File: config.mk
export PLATFORM = sky130hd
export DESIGN_NAME = dma_rd_req_splitter
export DESIGN_NICKNAME = d
export VERILOG_FILES = /design/src/rtl/dma_pkg.sv /design/src/rtl/dma_chunk_calc.sv /design/src/rtl/dma_rd_req_splitter.sv
export SDC_FILE = /design/constraint.sdc
export NUM_CORES = 1
export LEC_CHECK = 0
export CELL_PAD_IN_SITES_DETAIL_PLACEMENT = 1
export CELL_PAD_IN_SITES_GLOBAL_PLACEMENT = 1
export CORE_ASPECT_RATIO = 0.6
export CORE_MARGIN = 2
export CORE_UTILIZATION = 41
export DETAILED_ROUTE_END_ITERATION = 8
export HOLD_SLACK_MARGIN = 0.03
export MAX_ROUTING_LAYER = met4
export PLACE_DENSITY = 0.89
export SLEW_MARGIN = 40
export SYNTH_ARGS = -nofsm -noshare
export SYNTH_HDL_FRONTEND = slang
export SYNTH_HIERARCHICAL = 1
export SYNTH_SLANG_ARGS = --single-unit
File: constraint.sdc
create_clock -name clockCore -period 9.55 [get_ports clockCore]
set_clock_uncertainty 0.05 [all_clocks]
set_input_delay 1.91 -clock clockCore [delete_from_list [all_inputs] [get_ports clockCore]]
set_output_delay 1.91 -clock clockCore [all_outputs]
set_load 0.01 [all_outputs]
File: src/rtl/dma_pkg.sv
// Shared definitions for the DMA read path: descriptor layout, boundary size
// and the request-splitter state encoding.
package dma_pkg;

  localparam int DESC_W        = 28;
  localparam int DESC_ADDR_MSB = 27;
  localparam int DESC_ADDR_LSB = 10;
  localparam int DESC_LEN_MSB  = 9;
  localparam int DESC_LEN_LSB  = 0;

  localparam int ADDR_W      = DESC_ADDR_MSB - DESC_ADDR_LSB + 1;
  localparam int LEN_W       = DESC_LEN_MSB - DESC_LEN_LSB + 1;
  localparam int REM_W       = LEN_W + 1;
  localparam int BOUNDARY_DW = 1024;

  typedef enum logic {
    IDLE  = 1'b0,
    ISSUE = 1'b1
  } state_e;

  // A zero length field stands for a full 1024-DW transfer.
  function automatic logic [REM_W-1:0] decode_len(input logic [LEN_W-1:0] len);
    return (len == '0) ? REM_W'(BOUNDARY_DW) : {1'b0, len};
  endfunction

endpackage

File: src/rtl/dma_chunk_calc.sv
// Size of the next read request: the smallest of the remaining length, the
// maximum read size and the distance to the next 4 KB boundary.
module dma_chunk_calc
  import dma_pkg::*;
#(
  parameter int MAX_RD_DW = 128
) (
  input  logic [9:0]       addrLow_i,
  input  logic [REM_W-1:0] remDw_i,
  output logic [REM_W-1:0] chunk_o
);

  localparam logic [REM_W-1:0] MAX_DW = REM_W'(MAX_RD_DW);

  logic [REM_W-1:0] to_boundary;
  logic [REM_W-1:0] min_rem_max;

  always_comb begin
    to_boundary = REM_W'(BOUNDARY_DW) - {1'b0, addrLow_i};
    min_rem_max = (remDw_i < MAX_DW) ? remDw_i : MAX_DW;
    chunk_o     = (min_rem_max < to_boundary) ? min_rem_max : to_boundary;
  end

endmodule

File: src/rtl/dma_rd_req_splitter.sv
// Pops read descriptors from the show-ahead FIFO and splits each into memory
// read requests bounded by MAX_RD_DW and by 4 KB address boundaries.
module dma_rd_req_splitter
  import dma_pkg::*;
#(
  parameter int MAX_RD_DW = 128
) (
  input  logic              clockCore,
  input  logic              resetCore,
  input  logic              fifoEmpty,
  input  logic [DESC_W-1:0] fifoData,
  output logic              fifoPop,
  output logic              reqValid,
  input  logic              reqReady,
  output logic [ADDR_W-1:0] reqAddr,
  output logic [LEN_W-1:0]  reqLen,
  output logic              descDone,
  output logic              busy,
  output state_e            dbgState
);

  // Handshake: a request transfers in every cycle where reqValid and reqReady
  // are both high; while reqValid is high and reqReady low, reqValid, reqAddr
  // and reqLen hold their values.

  state_e            state_q;
  logic [ADDR_W-1:0] curAddr_q, curAddr_d;
  logic [REM_W-1:0]  remDw_q, remDw_d;
  logic              descDone_q;

  logic [REM_W-1:0]  chunk;
  logic              handshake;
  logic              last_chunk;
  logic              capture;

  dma_chunk_calc #(
    .MAX_RD_DW (MAX_RD_DW)
  ) u_chunk_calc (
    .addrLow_i (curAddr_q[9:0]),
    .remDw_i   (remDw_q),
    .chunk_o   (chunk)
  );

  // A new descriptor is taken either from IDLE or on the final handshake of
  // the current one, which gives back-to-back descriptors without a bubble.
  always_comb begin
    handshake  = (state_q == ISSUE) && reqReady;
    last_chunk = (chunk == remDw_q);
    capture    = !fifoEmpty && ((state_q == IDLE) || (handshake && last_chunk));
    curAddr_d  = curAddr_q + ADDR_W'(chunk);
    remDw_d    = remDw_q - chunk;
  end

  always_ff @(posedge clockCore or posedge resetCore) begin
    if (resetCore) begin
      state_q    <= IDLE;
      curAddr_q  <= '0;
      remDw_q    <= '0;
      descDone_q <= 1'b0;
    end else begin
      descDone_q <= handshake && last_chunk;
      if (capture) begin
        curAddr_q <= fifoData[DESC_ADDR_MSB:DESC_ADDR_LSB];
        remDw_q   <= decode_len(fifoData[DESC_LEN_MSB:DESC_LEN_LSB]);
        state_q   <= ISSUE;
      end else if (handshake) begin
        curAddr_q <= curAddr_d;
        remDw_q   <= remDw_d;
        if (last_chunk) begin
          state_q <= IDLE;
        end
      end
    end
  end

  // Reset gating keeps pop low while reset is held even with a non-empty FIFO.
  assign fifoPop  = capture && !resetCore;
  assign reqValid = (state_q == ISSUE);
  assign reqAddr  = curAddr_q;
  assign reqLen   = chunk[LEN_W-1:0];
  assign descDone = descDone_q;
  assign busy     = (state_q == ISSUE);
  assign dbgState = state_q;

  a_req_stable : assert property (
    @(posedge clockCore) disable iff (resetCore)
    (reqValid && !reqReady) |=> (reqValid && $stable(reqAddr) && $stable(reqLen))
  );

  a_no_underrun : assert property (
    @(posedge clockCore) disable iff (resetCore)
    !(fifoPop && fifoEmpty)
  );

endmodule

==> impl_metrics.py <==
metrics = {
    "sta": {
        "setup_tns_ns": 0,
        "finalSetupViolCount": 0,
        "max-slew-margin-rel_pct": 57.45,
        "fmax_mhz": 126.6,
        "fin_crit_sh_pct": 82.70,
        "hold_viol": 0,
        "final_max_slew_viol_count": 0,
        "rsz0062_at_grt": "no",
        "worstMarginPinSlew_ns": 0.6376,
        "setup_slack_ns": 1.652,
        "hold_ws_ns": 0.5400,
        "fin_crit_ns": 7.898,
    },
    "route": {
        "ant_nets": 0,
        "wirelength_um": 10950,
        "vias": 3285,
        "wl_per_cell_um": 19.32,
        "route.detailed.drc": 0,
        "drtPass1Iterations": 4,
        "viasPerCell": 5.794,
        "drtIter0Drc": 174,
    },
    "layout": {
        "fillers": 910,
        "syn_to_final_growth_pct": 28.13,
        "diodes": 0,
        "drive_gt1_share_pct": 6.048,
        "post-route-util_pct": 55.08,
        "nets": 528,
    },
    "placed_design": {
        "dp_hpwl_um": 8573,
        "numPortBuffers": 64,
        "gp_congestion": 0.9053,
        "place_ws_ns": 2.031,
    },
    "floorplanning": {
        "die_w_um": 117.4,
        "ios": 65,
        "start_util_pct": 42.99,
        "fp.dieH_um": 72.04,
        "rows": 24,
        "core_area_mm2": 0.007357,
        "die_area_mm2": 0.008456,
    },
    "clocking": {
        "holdBufCountCts": 0,
        "clock_path_buffers": 2,
        "cts_root_buffer": "clkbuf_16",
        "clk_latency_ns": 0.29,
        "clock-sinks": 31,
        "cts-buffers-inserted": 5,
        "postCtsSetupBuffers": 0,
        "ctsResizeCount": 0,
        "cts_tree": "yes",
        "clkTransAtPathRegs_ns": 0.05,
        "htreeDepth": 2,
    },
    "power_and_ir_drop": {
        "p_sw_uw": 862.1,
        "p_total_mw": 1.713,
        "total_leakage_power_nw": 1.758,
        "ir_worst_vdd_uv": 183.4,
        "switching_share_pct": 50.33,
        "p_int_uw": 850.9,
        "clock_power_share_pct": 10.3,
        "power_density_mw_per_mm2": 422.7,
        "p_seq_share_pct": 17.5,
        "power_frac_comb_pct": 72.2,
    },
    "critical_path": {
        "crit_type": "reg2out",
        "cp.arrival_ns": 5.94,
        "worstSetupEndpointType": "primary output",
        "crit_fanout": 24,
        "cpPeakStageDelay_ns": 0.57,
        "worstPathRequired_ns": 7.59,
        "startpoint_type": "flip-flop",
        "path_cells": "or4_4 > or3_4 > nor4_2 > xor2_1 > ha_1 > and4_1 > nand2_1 > a221o_1 > nand3_4 > mux2i_1 > inv_1 > ha_1 > nand4_1 > nor4_2 > a21boi_2 > or2_1 > buf_4 > nor2_1 > clkdlybuf4s50_1",
        "critPathSlowestCell": "or4_4",
    },
    "global_routing": {
        "grt_pass1_wl_um": 17930,
        "grt_max_degree": 32,
        "antenna_found_initial": 0,
        "overflow": 0,
        "grt_usage_pct": 27.64,
        "first_global_vias": 3497,
    },
    "logic_synthesis": {
        "ys_seq_elements": 31,
        "netlist_area_mm2": 0.003163,
        "async_flop_share_pct": 100.0,
        "yosysUniqueCellTypes": 60,
        "synthFlopType": "dfrtp_1",
        "syn_inst": 397,
        "yosys_warnings": 6,
        "synth_edf_count": 0,
        "avgSynthCellArea_um2": 7.967,
        "ys_seq_area_share_pct": 24.53,
    },
    "status": {
        "status": "finished, final reports clean",
    },
    "run": {
        "drv_cap": 0,
    },
    "min_path": {
        "hold_class": "reg2reg",
    },
}
-- metrics by stage --
| step | instances | cell area [um2] |
|---|---|---|
| finish | 567 | 4053 |
| global route | 567 | 4053 |
| CTS | 567 | 4053 |
| detailed placement | 559 | 3896 |
| global placement | 559 | 3896 |
| floorplan | 399 | 3171 |
-- critical path, delay by kind of cell, from the launching register on --
kind / cells / cell delay [ns]
and+or+nand+nor: 10 / 2.60
buffers and inverters: 3 / 0.85
adders and majority gates: 2 / 0.57
AOI/OAI and AO/OA: 2 / 0.52
DFF: 1 / 0.44
muxes: 1 / 0.39
xor gates and xnor gates: 1 / 0.25
-- flip-flops by register name (all words and copies together), names as in the netlist --
name      cells
busy          1
remDw_q      11
descDone      1
reqAddr      18
-- layout by cell type (no fill, tap or decap), drive strengths merged, types with 3 or more instances in the layout --
cell,n
xnor2,10
a211oi,10
conb,3
and2,4
or3,5
or4,4
nand3,8
clkbuf,8
nor2,33
a31oi,12
inv,29
o21a,3
nor4,6
nand2,53
o21ai,36
nand2b,3
clkdlybuf4s50,64
nor2b,5
buf,5
a21boi,3
dfrtp,31
mux2,3
xor2,9
nor3,12
a21oi,28
mux2i,9
ha,32
a21o,8
-- Yosys cell counts (3+ instances only) --
cell,number,area (um2)
nand2_1,53,198.9
o21ai_0,35,175.2
ha_1,32,400.4
nor2_1,32,120.1
dfrtp_1,31,775.7
inv_1,29,108.9
a21oi_1,28,140.1
a31oi_1,11,68.82
nor3_1,11,55.05
a211oi_1,10,75.07
xnor2_1,10,87.58
mux2i_1,9,90.09
xor2_1,9,78.83
a21o_1,8,60.06
nand3_1,6,30.03
nor2b_1,5,31.28
and2_1,4,25.02
clkbuf_1,4,15.01
buf_2,3,15.01
buf_6,3,33.78
nand2b_1,3,18.77
nor4_1,3,18.77
o21a_1,3,22.52
or3_1,3,18.77
or4_1,3,22.52
-- path summary, 6_finish.rpt --
path / start / end / slack (ns) / cells past startpoint
min in group asynchronous: resetCore / reqAddr[7] / 2.01 / 3
setup reg to reg: reqAddr[6] / reqAddr[5] / 3.80 / 19
max in group asynchronous: resetCore / remDw_q[8] / 7.12 / 3
hold / removal: reqAddr[10] / reqAddr[10] / 0.54 / 2
setup / recovery: reqAddr[6] / fifoPop / 1.65 / 19
hold reg to reg: reqAddr[10] / reqAddr[10] / 0.54 / 2
-- power by group through the flow --
stage	sequential, mW	clock [mW]	combinational [mW]
floorplan	0.285	0	0.806
global placement	0.294	0	1.16
detailed placement	0.300	0	1.21
CTS	0.299	0.178	1.22
global route	0.310	0.184	1.36
finish	0.300	0.176	1.24
-- routing by layer --
metal / vias to the layer above / share of wire, % / wire [um] / global-route usage, %
met4: 0 / 1.2 / 133 / 6.292
met1: 1647 / 49 / 5337 / 37.86
met3: 14 / 5.5 / 597 / 5.031
met5: - / 0 / 0 / -
li1: 1547 / - / - / -
met2: 77 / 45 / 4885 / 43.08
-- area by class of cell --
type | instances | area, um2 | share of cell area (%)
Clock buffer | 8 | 156.4 | 3.859
Timing Repair Buffer | 69 | 678.2 | 16.73
Sequential cell | 31 | 775.7 | 19.14
Inverter | 29 | 108.9 | 2.686
Multi-Input combinational cell | 326 | 2203 | 54.37
Tap cell | 104 | 130.1 | 3.211
-- cell families (layout without fill, tap and decap cells) --
kind of cell               count (synthesis)  in the layout  synth area share [%]
muxes                                     12             12                 3.916
buffers and inverters                     42            106                 6.051
and+or+nand+nor                          140            140                 22.51
adders and majority gates                 34             34                 13.92
AOI/OAI and AO/OA                        118            118                 23.69
other                                      1              3                0.1186
xor gates and xnor gates                  19             19                 5.261
DFF                                       31             31                 24.53
Power figures use the tool's default switching activity.
